**src/rtl/mioc_bus_pkg.sv**
```systemverilog
// rtl/mioc_bus_pkg.sv - shared bus-cycle state, request encodings and refresh helpers
package mioc_bus_pkg;

  typedef enum logic [2:0] {
    ST_IDLE = 3'd0,
    ST_T1   = 3'd1,
    ST_T2   = 3'd2,
    ST_TW   = 3'd3,
    ST_T3   = 3'd4,
    ST_T4   = 3'd5,
    ST_HOLD = 3'd6
  } bus_state_t;

  // req_kind encodings; 2'd3 is reserved and runs as a memory cycle
  localparam logic [1:0] KIND_MEM = 2'd0;
  localparam logic [1:0] KIND_IO  = 2'd1;
  localparam logic [1:0] KIND_M1  = 2'd2;

  // IO cycles always get this many wait states before WAIT_N is looked at
  localparam int IO_FORCED_WAITS = 1;

  // Z80 refresh counter: only the low seven bits count, bit 7 stays 0
  localparam int RFSH_W = 7;

  function automatic logic [15:0] rfsh_addr(input logic [RFSH_W-1:0] r);
    return {{(16 - RFSH_W){1'b0}}, r};
  endfunction

endpackage

```
**src/rtl/z80_wait_ctr.sv**
```systemverilog
// rtl/z80_wait_ctr.sv - consecutive wait-state counter with MAX_WAIT timeout flag
module z80_wait_ctr #(
  parameter int MAX_WAIT = 255
) (
  input  logic clk,
  input  logic rst_n,
  input  logic clear,
  input  logic inc,
  output logic timeout
);

  localparam int CW = (MAX_WAIT < 2) ? 1 : $clog2(MAX_WAIT + 1);

  logic [CW-1:0] count;

  // count WAIT_N-requested wait states since the last T1
  always_ff @(posedge clk) begin
    if (!rst_n || clear) begin
      count <= '0;
    end else if (inc) begin
      count <= count + CW'(1);
    end
  end

  // the FSM never increments past the limit, so equality is enough
  assign timeout = (count == CW'(MAX_WAIT));

endmodule

```
**src/rtl/z80_bus_master.sv**
```systemverilog
// rtl/z80_bus_master.sv - Z80-style bus-cycle initiator driving buffered-bus strobes
module z80_bus_master
  import mioc_bus_pkg::*;
#(
  parameter int MAX_WAIT = 255
) (
  input  logic        B_PHI,
  input  logic        RST_N,
  input  logic        req_valid,
  output logic        req_ready,
  input  logic [1:0]  req_kind,
  input  logic        req_write,
  input  logic [15:0] req_addr,
  input  logic [7:0]  req_wdata,
  output logic        rsp_valid,
  output logic [7:0]  rsp_rdata,
  output logic        rsp_err,
  output logic [15:0] BA,
  output logic        BA_OE,
  output logic [7:0]  BD_OUT,
  output logic        BD_OE,
  input  logic [7:0]  BD_IN,
  output logic        BMREQ_N,
  output logic        IORQ_N,
  output logic        BRD_N,
  output logic        N_BWR,
  output logic        BM1_N,
  output logic        BRFSH_N,
  input  logic        WAIT_N,
  input  logic        BUSRQ_N,
  output logic        BUSAK_N
);

  bus_state_t state, state_d;

  logic [1:0]        kind_q;
  logic              write_q;
  logic [15:0]       addr_q;
  logic [7:0]        wdata_q;
  logic              err_q;
  logic [7:0]        data_q;
  logic [RFSH_W-1:0] r_q;
  logic [1:0]        forced_cnt;

  logic accept;
  logic cyc_io, cyc_m1, cyc_wr;
  logic wait_inc, forced_inc, set_err, wait_timeout;
  logic [7:0] rd_cap;

  // request fields as they will be once this edge has latched them
  logic [1:0]  kind_n;
  logic        write_n;
  logic [15:0] addr_n;
  logic [7:0]  wdata_n;
  logic        n_io, n_m1, n_wr;

  logic [15:0] ba_d;
  logic [7:0]  bd_out_d, rsp_rdata_d;
  logic        ba_oe_d, bd_oe_d, busak_d, rsp_valid_d, rsp_err_d;
  logic        mreq_d, iorq_d, rd_d, wr_d, m1_d, rfsh_d;

  assign req_ready = RST_N && (state == ST_IDLE) && BUSRQ_N;
  assign accept    = req_valid && req_ready;

  assign cyc_io = (kind_q == KIND_IO);
  assign cyc_m1 = (kind_q == KIND_M1);
  assign cyc_wr = write_q && !cyc_m1;

  assign kind_n  = accept ? req_kind  : kind_q;
  assign write_n = accept ? req_write : write_q;
  assign addr_n  = accept ? req_addr  : addr_q;
  assign wdata_n = accept ? req_wdata : wdata_q;
  assign n_io    = (kind_n == KIND_IO);
  assign n_m1    = (kind_n == KIND_M1);
  assign n_wr    = write_n && !n_m1;

  // a timed-out read returns FF instead of whatever is floating on the bus
  assign rd_cap = cyc_wr ? 8'h00 : (err_q ? 8'hFF : BD_IN);

  z80_wait_ctr #(
    .MAX_WAIT(MAX_WAIT)
  ) u_wait_ctr (
    .clk     (B_PHI),
    .rst_n   (RST_N),
    .clear   (state == ST_T1),
    .inc     (wait_inc),
    .timeout (wait_timeout)
  );

  // T-state register
  always_ff @(posedge B_PHI) begin
    if (!RST_N) begin
      state <= ST_IDLE;
    end else begin
      state <= state_d;
    end
  end

  // next T-state; WAIT_N only matters on the edges leaving T2/TW
  always_comb begin
    state_d    = state;
    wait_inc   = 1'b0;
    forced_inc = 1'b0;
    set_err    = 1'b0;
    case (state)
      ST_IDLE: begin
        if (!BUSRQ_N) begin
          state_d = ST_HOLD;
        end else if (req_valid) begin
          state_d = ST_T1;
        end
      end
      ST_T1: state_d = ST_T2;
      ST_T2, ST_TW: begin
        if (cyc_io && (forced_cnt < 2'(IO_FORCED_WAITS))) begin
          state_d    = ST_TW;
          forced_inc = 1'b1;
        end else if (!WAIT_N) begin
          if (wait_timeout) begin
            state_d = ST_T3;
            set_err = 1'b1;
          end else begin
            state_d  = ST_TW;
            wait_inc = 1'b1;
          end
        end else begin
          state_d = ST_T3;
        end
      end
      ST_T3: begin
        if (cyc_m1) begin
          state_d = ST_T4;
        end else if (!BUSRQ_N) begin
          state_d = ST_HOLD;
        end else begin
          state_d = ST_IDLE;
        end
      end
      ST_T4: state_d = BUSRQ_N ? ST_IDLE : ST_HOLD;
      ST_HOLD: begin
        if (BUSRQ_N) begin
          state_d = ST_IDLE;
        end
      end
      default: state_d = ST_IDLE;
    endcase
  end

  // bus output values for the T-state about to begin
  always_comb begin
    ba_d     = BA;
    ba_oe_d  = 1'b1;
    bd_out_d = BD_OUT;
    bd_oe_d  = 1'b0;
    mreq_d   = 1'b1;
    iorq_d   = 1'b1;
    rd_d     = 1'b1;
    wr_d     = 1'b1;
    m1_d     = 1'b1;
    rfsh_d   = 1'b1;
    busak_d  = 1'b1;
    case (state_d)
      ST_T1, ST_T2, ST_TW, ST_T3: begin
        ba_d    = addr_n;
        bd_oe_d = n_wr;
        if (n_wr) begin
          bd_out_d = wdata_n;
        end
        if (n_io) begin
          if (state_d != ST_T1) begin
            iorq_d = 1'b0;
            if (n_wr) begin
              wr_d = 1'b0;
            end else begin
              rd_d = 1'b0;
            end
          end
        end else begin
          mreq_d = 1'b0;
          if (n_m1) begin
            m1_d = 1'b0;
          end
          if (!n_wr) begin
            rd_d = 1'b0;
          end else if (state_d != ST_T1) begin
            wr_d = 1'b0;
          end
        end
      end
      ST_T4: begin
        ba_d   = rfsh_addr(r_q);
        mreq_d = 1'b0;
        rfsh_d = 1'b0;
      end
      ST_HOLD: begin
        ba_oe_d = 1'b0;
        busak_d = 1'b0;
      end
      default: ;
    endcase
  end

  // completion is reported on the edge leaving the last T-state
  always_comb begin
    rsp_valid_d = ((state == ST_T3) && !cyc_m1) || (state == ST_T4);
    rsp_err_d   = rsp_valid_d && err_q;
    rsp_rdata_d = rsp_rdata;
    if ((state == ST_T3) && !cyc_m1) begin
      rsp_rdata_d = rd_cap;
    end else if (state == ST_T4) begin
      rsp_rdata_d = data_q;
    end
  end

  // request latch, timeout flag, read capture and refresh counter
  always_ff @(posedge B_PHI) begin
    if (!RST_N) begin
      kind_q     <= KIND_MEM;
      write_q    <= 1'b0;
      addr_q     <= 16'h0000;
      wdata_q    <= 8'h00;
      err_q      <= 1'b0;
      data_q     <= 8'h00;
      r_q        <= '0;
      forced_cnt <= 2'd0;
    end else begin
      if (accept) begin
        kind_q  <= req_kind;
        write_q <= req_write;
        addr_q  <= req_addr;
        wdata_q <= req_wdata;
        err_q   <= 1'b0;
      end else if (set_err) begin
        err_q <= 1'b1;
      end
      if (state == ST_T3) begin
        data_q <= rd_cap;
      end
      if (state == ST_T4) begin
        r_q <= r_q + RFSH_W'(1);
      end
      if (state == ST_T1) begin
        forced_cnt <= 2'd0;
      end else if (forced_inc) begin
        forced_cnt <= forced_cnt + 2'd1;
      end
    end
  end

  // registered bus strobes, drive enables and response
  always_ff @(posedge B_PHI) begin
    if (!RST_N) begin
      BA        <= 16'h0000;
      BA_OE     <= 1'b1;
      BD_OUT    <= 8'h00;
      BD_OE     <= 1'b0;
      BMREQ_N   <= 1'b1;
      IORQ_N    <= 1'b1;
      BRD_N     <= 1'b1;
      N_BWR     <= 1'b1;
      BM1_N     <= 1'b1;
      BRFSH_N   <= 1'b1;
      BUSAK_N   <= 1'b1;
      rsp_valid <= 1'b0;
      rsp_err   <= 1'b0;
      rsp_rdata <= 8'h00;
    end else begin
      BA        <= ba_d;
      BA_OE     <= ba_oe_d;
      BD_OUT    <= bd_out_d;
      BD_OE     <= bd_oe_d;
      BMREQ_N   <= mreq_d;
      IORQ_N    <= iorq_d;
      BRD_N     <= rd_d;
      N_BWR     <= wr_d;
      BM1_N     <= m1_d;
      BRFSH_N   <= rfsh_d;
      BUSAK_N   <= busak_d;
      rsp_valid <= rsp_valid_d;
      rsp_err   <= rsp_err_d;
      rsp_rdata <= rsp_rdata_d;
    end
  end

endmodule

```
**config.mk**
```make
export PLATFORM = sky130hd
export DESIGN_NAME = z80_bus_master
export DESIGN_NICKNAME = d
export VERILOG_FILES = /design/src/rtl/mioc_bus_pkg.sv /design/src/rtl/z80_wait_ctr.sv /design/src/rtl/z80_bus_master.sv
export SDC_FILE = /design/constraint.sdc
export NUM_CORES = 1
export LEC_CHECK = 0
export CAP_MARGIN = 20
export CORE_UTILIZATION = 40
export DETAILED_ROUTE_END_ITERATION = 10
export PLACE_DENSITY = 0.67
export SETUP_SLACK_MARGIN = 0.4
export SKIP_LAST_GASP = 1
export SLEW_MARGIN = 10
export SYNTH_ARGS = -nofsm -noshare
export SYNTH_HDL_FRONTEND = slang
export SYNTH_SLANG_ARGS = --single-unit
```
**constraint.sdc**
```tcl
create_clock -name B_PHI -period 1.7 [get_ports B_PHI]
set_clock_uncertainty 0.05 [all_clocks]
set_input_delay 0.255 -clock B_PHI [delete_from_list [all_inputs] [get_ports B_PHI]]
set_output_delay 0.255 -clock B_PHI [all_outputs]
set_load 0.03 [all_outputs]
```
**Word level (Yosys, flattened, before mapping)**

Cells that the tools add are included.
Widths: inputs -> output; s select.

- Word-level logic and storage cells: 112
- Input bits: 40
- Bits in registers: 98
- Output and inout bits: 44

- Reduce and logical (&&, ||, !) cells: 24
- Bitwise operators: 2
- $lt $le $gt $ge: 1
- Mux-type cells: 41
- Add/subtract/negate cells: 3
- Eq/ne operators: 18

Operators by type and width:

| cell | number |
|---|---|
| $mux 8 | 5 |
| $pmux 16 s2 | 1 |
| $mux 3 | 8 |
| $mux 1 | 23 |
| $eq 3x3->1 const B | 6 |
| $pmux 3 s6 | 1 |
| $mux 16 | 1 |
| $eq 3x2->1 const B | 4 |
| $add 8x1->8 const B | 1 |
| $eq 8x8->1 const B | 1 |
| $logic_and 1x1->1 | 8 |
| $add 7x1->7 const B | 1 |
| $eq 3x1->1 const B | 2 |
| $reduce_or 2->1 | 3 |
| $eq 2x1->1 const B | 2 |
| $eq 2x2->1 const B | 2 |
| $reduce_and 2->1 | 2 |
| $reduce_bool 2->1 | 2 |
| $reduce_or 4->1 | 1 |
| $logic_not 1->1 | 3 |
| $logic_not 3->1 | 1 |
| $ne 3x1->1 const B | 1 |
| $reduce_and 3->1 | 1 |
| $reduce_or 3->1 | 1 |
| 6 further kinds | 8 |

**Longest topological paths before layout**

Gate-level depths: netlist (run 1).

- Depth after elaboration: 11
- Mapped depth: 7
- Gate-level depth less buffers: 6

**Modules after synthesis**

Synthesis (run 1) repeated with hierarchy kept, for this count alone.

- Cells, all modules: 487
- Area, all modules: 4172.8 µm²

Modules (own cells, without submodules):

| module | times used | cells an instance | seq. area each (µm²) | area each (µm²) |
|---|---|---|---|---|
| z80_bus_master | 1 | 447 | 1801.7 | 3818.7 |
| z80_wait_ctr | 1 | 40 | 160.2 | 354.1 |

**Worst setup path after synthesis (run 1)**

No wires, ideal clock.

- Path kind: flip-flop to flip-flop
- Start: register state[1]
- End: register BD_OUT[0]
- Path slack: -190 ps
- Arrival time: 1719 ps
- Library setup time: 121 ps
- Period minus slack after synthesis: 1890 ps
- Required time: 1529 ps
- Path buffers: 2
- Cell stages (with the launch flop): 7
- Path through: dfxtp_1 -> buf_4 -> or4b_1 -> buf_2 -> o211ai_4 -> a21oi_4 -> mux2_4

- Longest elaborated chain between the ends: 9
- Elaborated cells on any way between the ends: 27
- Classes of those cells: 11 x eq/ne; 7 x mux; 9 x reduce/logical

Ends and longest elaborated chain:

| item | line | text |
|---|---|---|
| from (decl) | z80_bus_master.sv:34 | `bus_state_t state, state_d;` |
| from (signal assigned) | z80_bus_master.sv:95 | `state <= state_d;` |
| parallel branches: the longest is 9 deep, another holds $pmux 3 s6 | -- |  |
| to (signal assigned) | z80_bus_master.sv:270 | `BD_OUT <= bd_out_d;` |
| to (decl) | z80_bus_master.sv:20 | `output logic [7:0] BD_OUT,` |

Several ways; the timed one is not identified.
A chain may end at the register's enable or synchronous reset.

**Final worst setup path (run 1)**

- Start: register state[1]
- End: output port req_ready

- Longest elaborated chain between the ends: 3

Ends and longest elaborated chain:

| item | line | text |
|---|---|---|
| $logic_not 3->1 | z80_bus_master.sv:62 | `assign req_ready = RST_N && (state == ST_IDLE) && BUSRQ_N;` |
| $logic_and 1x1->1 (2 in a row) | z80_bus_master.sv:62 |  |
| to (decl) | z80_bus_master.sv:10 | `output logic req_ready,` |

Every way passes these cells.

==> results.md, run 1 <==
* Status: finished, violations left
* Failing checks: negative setup slack
* Crit-path slowest cell: dfxtp_2
* # fillers at 839
* Yosys warns at 0
* Final Hold Fails at 0
* Maximum fanout along the worst path at 3
* Synth Net Count at 526
* Post-synthesis cell area at 4290 um2
* Largest net degree at the start of global routing at 30
* ANT nets after route at 0
* Port Buf Inserts at 83
* Die W at 106 um
* Period utilisation layout at 108%
* Initial core utilization at 41.3%
* Distinct cells, synth at 59
* Finish-stage setup viols at 37
* Vias per Instance at 5.36
* Static Leakage at 2.59 nW
* Avg WL per Cell at 16.1 um
* CP arrival at 1.53 ns
* DRT Wirelength at 12.6 mm
* Total global-route track usage at 21.9%
* CTS root buf: clkbuf_8
* Worst setup margin at -0.140 ns
* Total number of vias at 4206
* Sequential-to-total area share from yosys stat at 45.8%
* Vias in the first global route at 4112
* DP HPWL at 7.80 mm
* First-pass DRT Iterations at 4
* Core Region at 10400 um2
* HP Class: flip-flop to flip-flop
* Max_slew headroom at 74.4%
* Fin nets at 686
* Non-filler instance count after layout at 784
* Routability cong. at 0.775
* #FFs+latches synth at 98
* Synthesis-to-layout area growth at 56.2%
* WHS at 0.407 ns
* Top cell type's share of synthesized area at 45.8%
* Cell taking the most area after synthesis: dfxtp_1
* First-pass GRT wire length at 19.8 mm
* Power, Total at 5.22 mW
* Peak supply drop at 0.427 mV
* Cts hold-fix bufs at 0
* PD cells at 780 nW/um2
* Share of post-route cells with drive strength above 1 at 43.1%
* Initial antenna violation count at 0
* Ranking of synthesized cells by area: dfxtp_1, a21oi_1, nand2_1
* Crit Path Class: flip-flop to primary output
* Crit path required time at 1.39 ns
* CTS max path bufs at 2
* Post-layout min period at 1.84 ns
* RSZ-0062 raised after global routing: true
* Clk Latency, worst-skew pair at 0.35 ns
* Max-slew violations at 0
* Worst-Margin Slew at 0.384 ns
* Die area at 11100 um2
* Mapped Cells at 483
* Reg2Reg Depth at 5
* Htree depth at 3
* Share of flip-flops with an asynchronous set or reset at 0%
* Diodes inserted at 0
* Post-place setup slack at -0.591 ns
* Die Ht at 106 um
* Worst setup EP type: primary output
* Top FF cell, synth: dfxtp_1
* Num ports at 84
* Mean Syn Cell Area at 8.87 um2
* Hold Path Stages at 2
* Clk sinks at 98
* Most frequent standard cell in the layout excluding fill and tap cells: dfxtp_1
* Cell breakdown of the critical path: buf_8 > nor4b_4 > buf_4 > and2_4 > buf_6
* Startpoint Class: flip-flop
* FMAX at 544 MHz
* CTS tree: yes
* Post-placement cell count at 726
* Num CTS Buffers at 9
* Grt total ovfl at 0
* Row cnt at 37
* Final TNS setup at -3.22 ns
* Clk slew on worst S/H paths at 0.09 ns
* CP peak stage delay at 0.35 ns
* Max Cap Viol at 0
* Residual DRC count at 0
* Post-synth EDFFs at 0
* Leading cell types in the layout, fill and taps excluded: dfxtp_1, buf_4, nand2_1
* Drt first-iter violations at 179
==> critical path: cells and delay by family, from the launching register on <==
kind	cells	cell delay [ns]
flip-flops	1	0.35
AND/OR/NAND/NOR	2	0.43
buffers and inverters	3	0.42
==> through the flow <==
| stage | utilization [%] | instance area, um2 |
|---|---|---|
| floorplan | - | 4480 |
| CTS | 62.3 | 6460 |
| global placement | 55.5 | 5750 |
| global route | 64.6 | 6700 |
| finish | 64.6 | 6700 |
| detailed placement | 55.5 | 5750 |
==> Yosys cell counts (all sizes together), types with 7 or more instances <==
| cell | instances |
|---|---|
| and2 | 12 |
| nand3 | 17 |
| mux2i | 11 |
| or3 | 8 |
| mux2 | 8 |
| and3 | 12 |
| nor2 | 42 |
| nand2 | 51 |
| a21o | 10 |
| o21ai | 24 |
| clkbuf | 30 |
| a22oi | 7 |
| dfxtp | 98 |
| o21a | 8 |
| a21oi | 50 |
| a21boi | 8 |
==> cells by family after synthesis <==
group	share of synthesized area [%]
mux	5.37
xor+xnor	1.23
simple gates	21.8
flops	45.8
compound gates	20.9
buf+inv	4.06
fa+ha+maj	0.876
==> where the power goes <==
group / switching [mW] / total, mW / internal [mW]
Clock: 0.818 / 1.45 / 0.628
Sequential: 0.0563 / 2.44 / 2.39
Combinational: 0.685 / 1.34 / 0.652
==> timing repair <==
action                     4_1_cts  5_1_grt
pin swaps                       48       22
gates cloned                     6        0
gates resized for setup        287       69
setup endpoints to repair      141      106
buffers inserted                30        6
==> layer usage <==
metal  vias to the layer above  track usage (%)  wire, um
met5                         -                0         0
met4                         0             6.55       174
met3                        15             2.91       537
met2                       109             37.6      6310
met1                      2034             28.7      5620
li1                       2048                -         -
==> final timing paths <==
path                to  slack (ns)     start
max          req_ready       -0.14  state[1]
min              BA[8]        0.41     BA[8]
max reg2reg      BA[9]       -0.13  state[1]
min reg2reg      BA[8]        0.41     BA[8]
==> state kept, by name (all words and copies together) (netlist names), 3 cells and up <==
| signal | flops |
|---|---|
| BA | 16 |
| BD_OUT | 8 |
| addr_q | 16 |
| data_q | 8 |
| r_q | 7 |
| rsp_rdata | 8 |
| state | 3 |
| u_wait_ctr.count | 8 |
| wdata_q | 8 |
==> area by class of cell <==
type | instances | area (um2) | area share (%)
inverter | 7 | 26.3 | 0.392
timing repair buffer | 182 | 1590 | 23.7
multi-input combinational | 345 | 2740 | 40.9
sequential | 98 | 1980 | 29.6
clock inverter | 4 | 35.0 | 0.523
tap | 136 | 170 | 2.54
clock buffer | 12 | 155 | 2.32
Power figures use the tool's default switching activity.
==> run 2, diff against run 1 <==
- CORE_UTILIZATION: 40 -> 25
- CTS_CLUSTER_SIZE: not set -> 10
- PLACE_DENSITY: 0.67 -> 0.46
- SLEW_MARGIN: 10 -> not set
==> results.md, run 2 (synthesis results as in run 1) <==
* Worst setup margin at -0.184 ns (-0.0446 ns)
* Most frequent standard cell in the layout excluding fill and tap cells: dfxtp_1
* Post-layout min period at 1.88 ns (+0.0446 ns)
* CTS root buf: clkbuf_16
* Clk Latency, worst-skew pair at 0.35 ns (about the same)
* Total global-route track usage at 14.9% (-7.0 points)
* FMAX at 531 MHz (-2.4%)
* Final Util at 42.9% (-22 points)
* Final Hold Fails at 0 (unchanged)
* Max Cap Viol at 0 (unchanged)
* CP peak stage delay at 0.57 ns (+0.22 ns)
* Largest net degree at the start of global routing at 32 (+6.7%)
* Die Ht at 133 um (+26%)
* Total number of vias at 4180 (-0.62%)
* CTS tree: yes
* Die W at 133 um (+26%)
* Fin nets at 697 (+1.6%)
* CP arrival at 2.07 ns (+0.54 ns)
* Worst setup EP type: flip-flop
* First-pass GRT wire length at 20.9 mm (+5.4%)
* DP HPWL at 8.82 mm (+13%)
* Htree depth at 3 (unchanged)
* Startpoint Class: flip-flop
* Finish-stage setup viols at 52 (+41%)
* First-pass DRT Iterations at 4 (unchanged)
* Failing checks: negative setup slack
* Vias in the first global route at 4124 (+0.29%)
* Core Region at 16600 um2 (+60%)
* Grt total ovfl at 0 (unchanged)
* Worst-Margin Slew at 0.324 ns (-0.0597 ns)
* GRT met2 Usage at 24.8% (-13 points)
* Vias per Instance at 4.76 (-11%)
* Num ports at 84 (unchanged)
* # fillers at 1596 (+90%)
* Routability cong. at 0.745 (-3.8%)
* Initial antenna violation count at 0 (unchanged)
* Worst path top cell family by delay: simple AND/OR/NAND/NOR gates
* Static Leakage at 2.74 nW (+5.7%)
* DRT Wirelength at 13.5 mm (+6.4%)
* Port Buf Inserts at 83 (unchanged)
* Max_slew headroom at 78.4% (+4.0 points)
* Power, Total at 5.80 mW (+11%)
* Die area at 17700 um2 (+59%)
* HP Class: flip-flop to flip-flop
* Num CTS Buffers at 9 (unchanged)
* Met3 Use GR at 3.37% (+0.47 points)
* Largest registers: BA x16, addr_q x16
* Diodes inserted at 0 (unchanged)
* Row cnt at 47 (+27%)
* Crit path required time at 1.89 ns (+0.50 ns)
* Initial core utilization at 25.7% (-16 points)
* Leading cell types in the layout, fill and taps excluded: dfxtp_1, buf_4, nand2_1
* Number of buffers and inverters on the critical path at 3 (unchanged)
* WHS at 0.406 ns (-0.00102 ns)
* Max-slew violations at 0 (unchanged)
* PD cells at 812 nW/um2 (+4.1%)
* Peak supply drop at 0.511 mV (+20%)
* Period utilisation layout at 111% (+2.6 points)
* Met1 Usage GRT at 18.7% (-10 points)
* CTS max path bufs at 2 (unchanged)
* Maximum fanout along the worst path at 5 (+2)
* ANT nets after route at 0 (unchanged)
* Cell breakdown of the critical path: or4b_4 > buf_8 > buf_4 > clkbuf_16 > o21ai_4 > a21o_1 > a21oi_1
* Clk sinks at 98 (unchanged)
* RSZ-0062 raised after global routing: true
* Crit Path Class: flip-flop to flip-flop
* Status: finished, violations left
* Crit-path slowest cell: or4b_4
* Clk slew on worst S/H paths at 0.07 ns (-0.02 ns)
* Synthesis-to-layout area growth at 66.6%
* Drt first-iter violations at 168 (-6.1%)
* Avg WL per Cell at 15.3 um (-5.0%)
* Residual DRC count at 0 (unchanged)
* Grt peak-use layer: met2
* Share of post-route cells with drive strength above 1 at 46.0% (+3.0 points)
==> run 2: cell types whose count changed in the layout (fill, tap and decap cells not counted), sizes merged <==
cell / change
and3b: -1
inv: +1
clkdlybuf4s18: -1
clkbuf: -1
dlymetal6s2s: +1
clkinvlp: +1
buf: +10
clkdlybuf4s15: +1
clkdlybuf4s50: -1
==> run 2: timing repair <==
| item | in CTS | in global routing |
|---|---|---|
| cloned | 3 | 2 |
| pin swaps | 36 | 65 |
| gates resized for setup | 269 | 128 |
| buffers inserted | 22 | 19 |
| hold buffers | 0 | 0 |
| setup endpoints to repair | 142 | 113 |
==> run 2: final timing paths <==
path,from,cells past startpoint,end,slack [ns]
hold reg to reg,data_q[1],2,data_q[1],0.41
setup reg to reg,state[0],7,BA[3],-0.18
setup / recovery,state[0],7,BA[3],-0.18
hold / removal,data_q[1],2,data_q[1],0.41
==> run 2: routing by layer <==
layer | routed length (um) | vias up
li1 | - | 2068
met1 | 6170 | 2028
met2 | 6550 | 65
met3 | 467 | 19
met4 | 273 | 0
met5 | 0 | -
==> run 2: power by group <==
group / internal (mW) / switching [mW]
combinational: 0.738 / 0.719
sequential: 2.39 / 0.0607
clock: 0.988 / 0.910
==> run 2: area by class of cell <==
cell class	count	area, um2	share of cell area [%]
Clock inverter	6	41.3	0.578
Sequential cell	98	1990	27.9
Clock buffer	9	225	3.15
Tap cell	220	275	3.85
Inverter	7	32.5	0.456
Timing Repair Buffer	194	1740	24.3
Multi-Input combinational cell	344	2840	39.7
==> run 2: worst reg2reg max path: stages (launching register included) <==
cell,delay (ns)
dfxtp_4,0.36
or4b_4,0.57
buf_8,0.16
buf_4,0.14
clkbuf_16,0.16
o21ai_4,0.14
a21o_1,0.14
a21oi_1,0.06
==> run 2: per-stage QoR <==
step                      cell area (um2)  TNS, ns  worst slack, ns  cells
after floorplan                      4480    -2.65           -0.156    483
after global placement               5910   -31.56           -0.524    817
after detailed placement             5910   -35.06           -0.604    817
after CTS                            6600    -3.56           -0.148    857
after global routing                 7140    -7.19           -0.223    878
final                                7140    -4.54           -0.184    878
==> RTL edit 1 (config.mk and constraints of run 1) <==
The 7 states of `bus_state_t` get a one-hot encoding in 7 bits.
--- a/src/rtl/mioc_bus_pkg.sv
+++ b/src/rtl/mioc_bus_pkg.sv
@@ -2,12 +2,12 @@
 package mioc_bus_pkg;
 
-  typedef enum logic [2:0] {
-    ST_IDLE = 3'd0,
-    ST_T1   = 3'd1,
-    ST_T2   = 3'd2,
-    ST_TW   = 3'd3,
-    ST_T3   = 3'd4,
-    ST_T4   = 3'd5,
-    ST_HOLD = 3'd6
+  typedef enum logic [6:0] {
+    ST_IDLE = 7'b0000001,
+    ST_T1   = 7'b0000010,
+    ST_T2   = 7'b0000100,
+    ST_TW   = 7'b0001000,
+    ST_T3   = 7'b0010000,
+    ST_T4   = 7'b0100000,
+    ST_HOLD = 7'b1000000
   } bus_state_t;
 
Check against the original RTL: no difference found for any inputs over 4 cycles, from zero or initial values and one cycle with RST_N low; so few cycles prove little.
==> RTL edit 1 against run 1 <==
  * The flow still finishes with violations (setup timing)
  * Area after synthesis grew 1.8%
  * Routed wire length up 0.15%
  * Final area grew 0.34%
  * Worst setup slack lost 240 ps
  * First-iteration DRC count fell by 17%
  * Sequential cell count up 4
  * Synthesized cell count fell by 1.4%
  * Power shrank 0.63%
  * Largest power group unchanged
  * Highest routed layer unchanged
==> RTL edit 1: results (changes against run 1) <==
Setup Fix Bufs, Post-CTS - 19 (was 30)
Post-synthesis sequential area ratio - 46.8% (was 45.8%)
Setup WS post-layout - -379 ps (was -140 ps)
DP Cell Count - 733 (was 726)
GR Layer Usage met3 - 4.97% (was 2.91%)
Slowest cell on the critical path - or4b_4 (was dfxtp_2)
Fraction of area in multi-input gates - 39.8% (was 40.9%)
Yosys reg bits - 102 (was 98)
P_int - 3.68 mW (was 3.67 mW)
Iter 0 DRT Violations - 149 (was 179)
Multi-input gate count - 342 (was 345)
Layout cell share with drive strength beyond 1 - 43.5% (was 43.1%)
Final core occ - 64.2% (was 64.6%)
Syn_nets - 519 (was 526)
Ant. Diodes - 0 (unchanged)
Crit Path Max Fanout - 8 (was 3)
Gp weighted congestion - 0.826 (was 0.775)
Syn_area_per_cell - 9.17 µm² (was 8.87 µm²)
Metal1 wirelength - 5490 µm (was 5620 µm)
Reg2reg start - state[0] (was state[1])
Clock slew at reported path FFs - 110 ps (was 90 ps)
Failing checks - setup timing (unchanged)
Power density cells - 773 nW/µm² (was 780 nW/µm²)
Placed cell area - 5880 µm² (was 5750 µm²)
Hold Startpoint - u_wait_ctr.count[6] (was BA[8])
Non-clk buf share - 23.5% (was 23.7%)
Largest net degree at the start of global routing - 24 (was 30)
Clk tree area frac - 3.17% (was 2.84%)
Netlist cell types - 53 (was 59)
Metal2 WL - 6340 µm (was 6310 µm)
VDD IR max - 489 µV (was 427 µV)
Worst setup endpoint - BA[11] (was req_ready)
Clk pwr share - 31.7% (was 27.7%)
Root Buffer - clkbuf_8 (unchanged)
Commonest cells post-synth - 102 x dfxtp_1, 58 x nor2_1, 56 x nand2_1 (was 98 x dfxtp_1, 51 x nand2_1, 49 x a21oi_1)
Clock buffers - 9 (was 12)
Inverter count - 6 (was 7)
Vias in the first global route - 4173 (was 4112)
Sequential standard cell area - 2050 µm² (was 1980 µm²)
Worst Hold Path EP - u_wait_ctr.count[6] (was BA[8])
Vias per cell - 5.28 (was 5.36)
Worst relative slew slack - 65.3% (was 74.4%)
Critical path class - flip-flop to flip-flop (was flip-flop to primary output)
HPWL Detailed - 7930 µm (was 7800 µm)
Comb pwr share - 19.7% (was 25.6%)
Skew-Pair Late Insertion Delay - 370 ps (was 350 ps)
Endpoints failing setup - 94 (was 37)
WHS - 450 ps (was 407 ps)
Worst reg2reg path depth - 8 (was 5)
Cts repair resizes - 284 (was 287)
GRT Util Overall - 22.1% (was 21.9%)
Status - finished with violations (unchanged)
Setup tns final - -19340 ps (was -3220 ps)
Met3 wire len - 670 µm (was 537 µm)
PortBufs - 83 (unchanged)
Met1 GRT Util - 27.6% (was 28.7%)
Met2 Track Usage GR - 37.4% (was 37.6%)
CP max stage delay - 540 ps (was 350 ps)
Fill count - 866 (was 839)
RTL edit 1: changes by cell type in the layout (fill, tap and decap cells not counted), moves of 10 or more:
| cell | before | now |
|---|---|---|
| mux2i_1 | 9 | 19 |
| dfxtp_1 | 85 | 97 |
| mux2i_2 | 1 | 15 |
| o21ai_0 | 6 | 16 |
| a21oi_1 | 35 | 9 |
| a21o_1 | 10 | 0 |
| nor2_1 | 34 | 53 |
| a211oi_2 | 2 | 16 |
RTL edit 1: worst max-delay path: cells and delay by family (launching register included):
kind | cells | cell delay, ps
AOI/OAI and AO/OA | 3 | 440
and+or+nand+nor | 1 | 540
DFF | 1 | 370
buffers and inverters | 4 | 550
RTL edit 1: cell families after synthesis:
logic type | after synthesis | share of synthesized area (%)
compound gates | 83 | 13.8
xor+xnor | 13 | 2.61
fa+ha+maj | 3 | 0.860
buf+inv | 34 | 4.24
flops | 102 | 46.8
mux | 34 | 7.80
simple gates | 207 | 23.9
==> RTL edit 2 (settings of run 1) <==
Made on the original files. `MAX_WAIT` is set to 255 in 2 places; all go to 510.
--- a/src/rtl/z80_wait_ctr.sv
+++ b/src/rtl/z80_wait_ctr.sv
@@ -1,5 +1,5 @@
 // rtl/z80_wait_ctr.sv - consecutive wait-state counter with MAX_WAIT timeout flag
 module z80_wait_ctr #(
-  parameter int MAX_WAIT = 255
+  parameter int MAX_WAIT = 510
 ) (
   input  logic clk,
--- a/src/rtl/z80_bus_master.sv
+++ b/src/rtl/z80_bus_master.sv
@@ -3,5 +3,5 @@
   import mioc_bus_pkg::*;
 #(
-  parameter int MAX_WAIT = 255
+  parameter int MAX_WAIT = 510
 ) (
   input  logic        B_PHI,
Check against the original RTL: same outputs for any inputs over 4 cycles, from zero or initial values and one cycle with RST_N low; that may be too few to reach the edited logic, so the function may still have changed.
==> RTL edit 2 against run 1 <==
  * The run still ends with setup timing left
  * Critical path depth up 5
  * Routed wire length fell by 9.7%
  * Worst setup slack worse by 190 ps
  * Sequential cell count grew 1
  * Final area down 8.2%
  * Power up 9.1%
  * Area after synthesis is 5.9% lower
  * Utilization fell by 1.7 points
  * Critical path type is now flip-flop to flip-flop
  * Highest routed layer unchanged
==> RTL edit 2: results (changes against run 1) <==
Iter 0 DRT Violations - 160 (was 179)
Worst Hold Path EP - wdata_q[4] (was BA[8])
Bufs on Longest Clock Path - 2 (unchanged)
Setup tns final - -9970 ps (was -3220 ps)
End of the worst register-to-register path - BD_OUT[6] (was BA[9])
Initial antenna violation count - 0 (unchanged)
Arr. time, crit path - 2290 ps (was 1530 ps)
Drt total wl - 11400 µm (was 12600 µm)
Reg2reg start - u_wait_ctr.count[0] (was state[1])
Ant. Diodes - 0 (unchanged)
Worst reg2reg path depth - 10 (was 5)
Root Buffer - clkbuf_8 (unchanged)
Worst relative slew slack - 79.0% (was 74.4%)
Hold path depth - 3 (was 2)
Post-synthesis sequential area ratio - 49.1% (was 45.8%)
Layout cell share with drive strength beyond 1 - 39.1% (was 43.1%)
Slowest cell on the critical path - dfxtp_2 (unchanged)
Final hold viol count - 0 (unchanged)
HPWL Detailed - 7660 µm (was 7800 µm)
Post-synth top flop - dfxtp_1 (unchanged)
Endpoints failing setup - 50 (was 37)
Vias in the first global route - 3867 (was 4112)
Drt pass-1 iters - 4 (unchanged)
Worst path top cell family by delay - compound AO/OA/AOI/OAI gates (was simple AND/OR/NAND/NOR gates)
Clock slew at reported path FFs - 100 ps
Netlist cell types - 46 (was 59)
Yosys warns - 0 (unchanged)
Setup WS post-layout - -330 ps (was -140 ps)
Gp weighted congestion - 0.856 (was 0.775)
Syn_nets - 518 (was 526)
PortBufs - 83 (unchanged)
Max_cap viols - 0 (unchanged)
Hold Startpoint - req_wdata[4] (was BA[8])
Global-route wire length before repair - 18200 µm (was 19800 µm)
Vias per cell - 5.13 (was 5.36)
Final nets - 668 (was 686)
Failing checks - setup timing (unchanged)
Htree depth - 3 (unchanged)
Pleak - 2.42 nW (was 2.59 nW)
Largest net degree at the start of global routing - 25 (was 30)
Synth top area cells - dfxtp_1 49%, nand2_1 8.0%, nor2_1 5.0% (was dfxtp_1 46%, a21oi_1 5.7%, nand2_1 4.5%)
CP max stage delay - 330 ps (was 350 ps)
Status - finished with violations (unchanged)
Crit Path Max Fanout - 8 (was 3)
Commonest cells post-synth - 99 x dfxtp_1, 86 x nand2_1, 54 x nor2_1 (was 98 x dfxtp_1, 51 x nand2_1, 49 x a21oi_1)
VDD IR max - 421 µV (was 427 µV)
Top flop regs - BA x16, addr_q x16, u_wait_ctr.count x9 (was BA x16, addr_q x16)
Skew-Pair Late Insertion Delay - 370 ps (was 350 ps)
Worst hold path class - primary input to flip-flop (was flip-flop to flip-flop)
GRT Util Overall - 22.5% (was 21.9%)
RTL edit 2: cell types whose count changed in the layout (fill, tap and decap cells not counted), moves of 9 or more:
cell and delta:
a21oi_1 -15, nor2_1 +11, and2_1 -9, nand2_1 +32
a21o_1 -10, xor2_1 +9, o21ai_0 +11
RTL edit 2: routing by layer:
metal | GRT usage, % | routed length, µm | up-vias
met2 | 38.4 | 5710 | 89
met5 | 0 | 0 | -
met1 | 28.4 | 5100 | 1877
met3 | 2.39 | 470 | 11
li1 | - | - | 1932
met4 | 10.4 | 138 | 0
RTL edit 2: report_power, final:
part           internal (mW)  total (mW)  leakage [nW]  switching, mW
registers               2.48        2.58         0.809          0.103
clock network          0.706        1.57         0.104          0.860
logic                  0.675        1.55          1.51          0.874
RTL edit 2: how the worst max path moves through the flow:
| stage | from | end | slack (ps) | cells after the start |
|---|---|---|---|---|
| after CTS | u_wait_ctr.count[0] | BA[14] | -270 | 9 |
| after global placement | BUSRQ_N | BA[0] | -540 | 8 |
| after floorplan | forced_cnt[0] | IORQ_N | -290 | 9 |
| after detailed placement | BUSRQ_N | BA[6] | -640 | 8 |
| final | u_wait_ctr.count[0] | BD_OUT[6] | -330 | 10 |
| after global routing | u_wait_ctr.count[0] | BA[2] | -430 | 9 |
RTL edit 2: per-stage QoR:
step	setup WS [ps]	std cells	power (mW)	cell area [µm²]	hold WS, ps
floorplan	-289	474	3.39	4130	341
global placement	-537	726	3.92	5460	392
detailed placement	-643	726	3.95	5460	396
CTS	-270	757	5.64	6020	385
global route	-429	762	5.94	6150	405
finish	-330	762	5.70	6150	396
RTL edit 2: cell type report:
| class | count | area [µm²] |
|---|---|---|
| multi-input combinational | 336 | 2390 |
| clock inverter | 7 | 82.6 |
| inverter | 14 | 52.6 |
| fill | 820 | 3630 |
| timing repair buffer | 164 | 1340 |
| clock buffer | 9 | 124 |
| sequential | 99 | 1990 |
| tap | 133 | 166 |
RTL edit 2: logic make-up after synthesis:
group / synth area share [%]
adders and majority gates: 1.24
xor gates and xnor gates: 3.26
DFF: 49.1
muxes: 3.72
AOI/OAI and AO/OA: 15.6
buffers and inverters: 4.31
and+or+nand+nor: 22.7
RTL edit 2: tightest hold or removal path: cells and delay by family:
kind            cells  cell delay (ps)
compound gates      1               50
simple gates        1               70
buf+inv             1              400
RTL edit 2: what timing repair did:
action / CTS / global route
hold buffers: 0 / 0
endpoints found under the setup margin: 143 / 103
gates resized for setup: 312 / 29
gates cloned: 5 / 0
buffers inserted: 10 / 5
pin swaps: 35 / 29
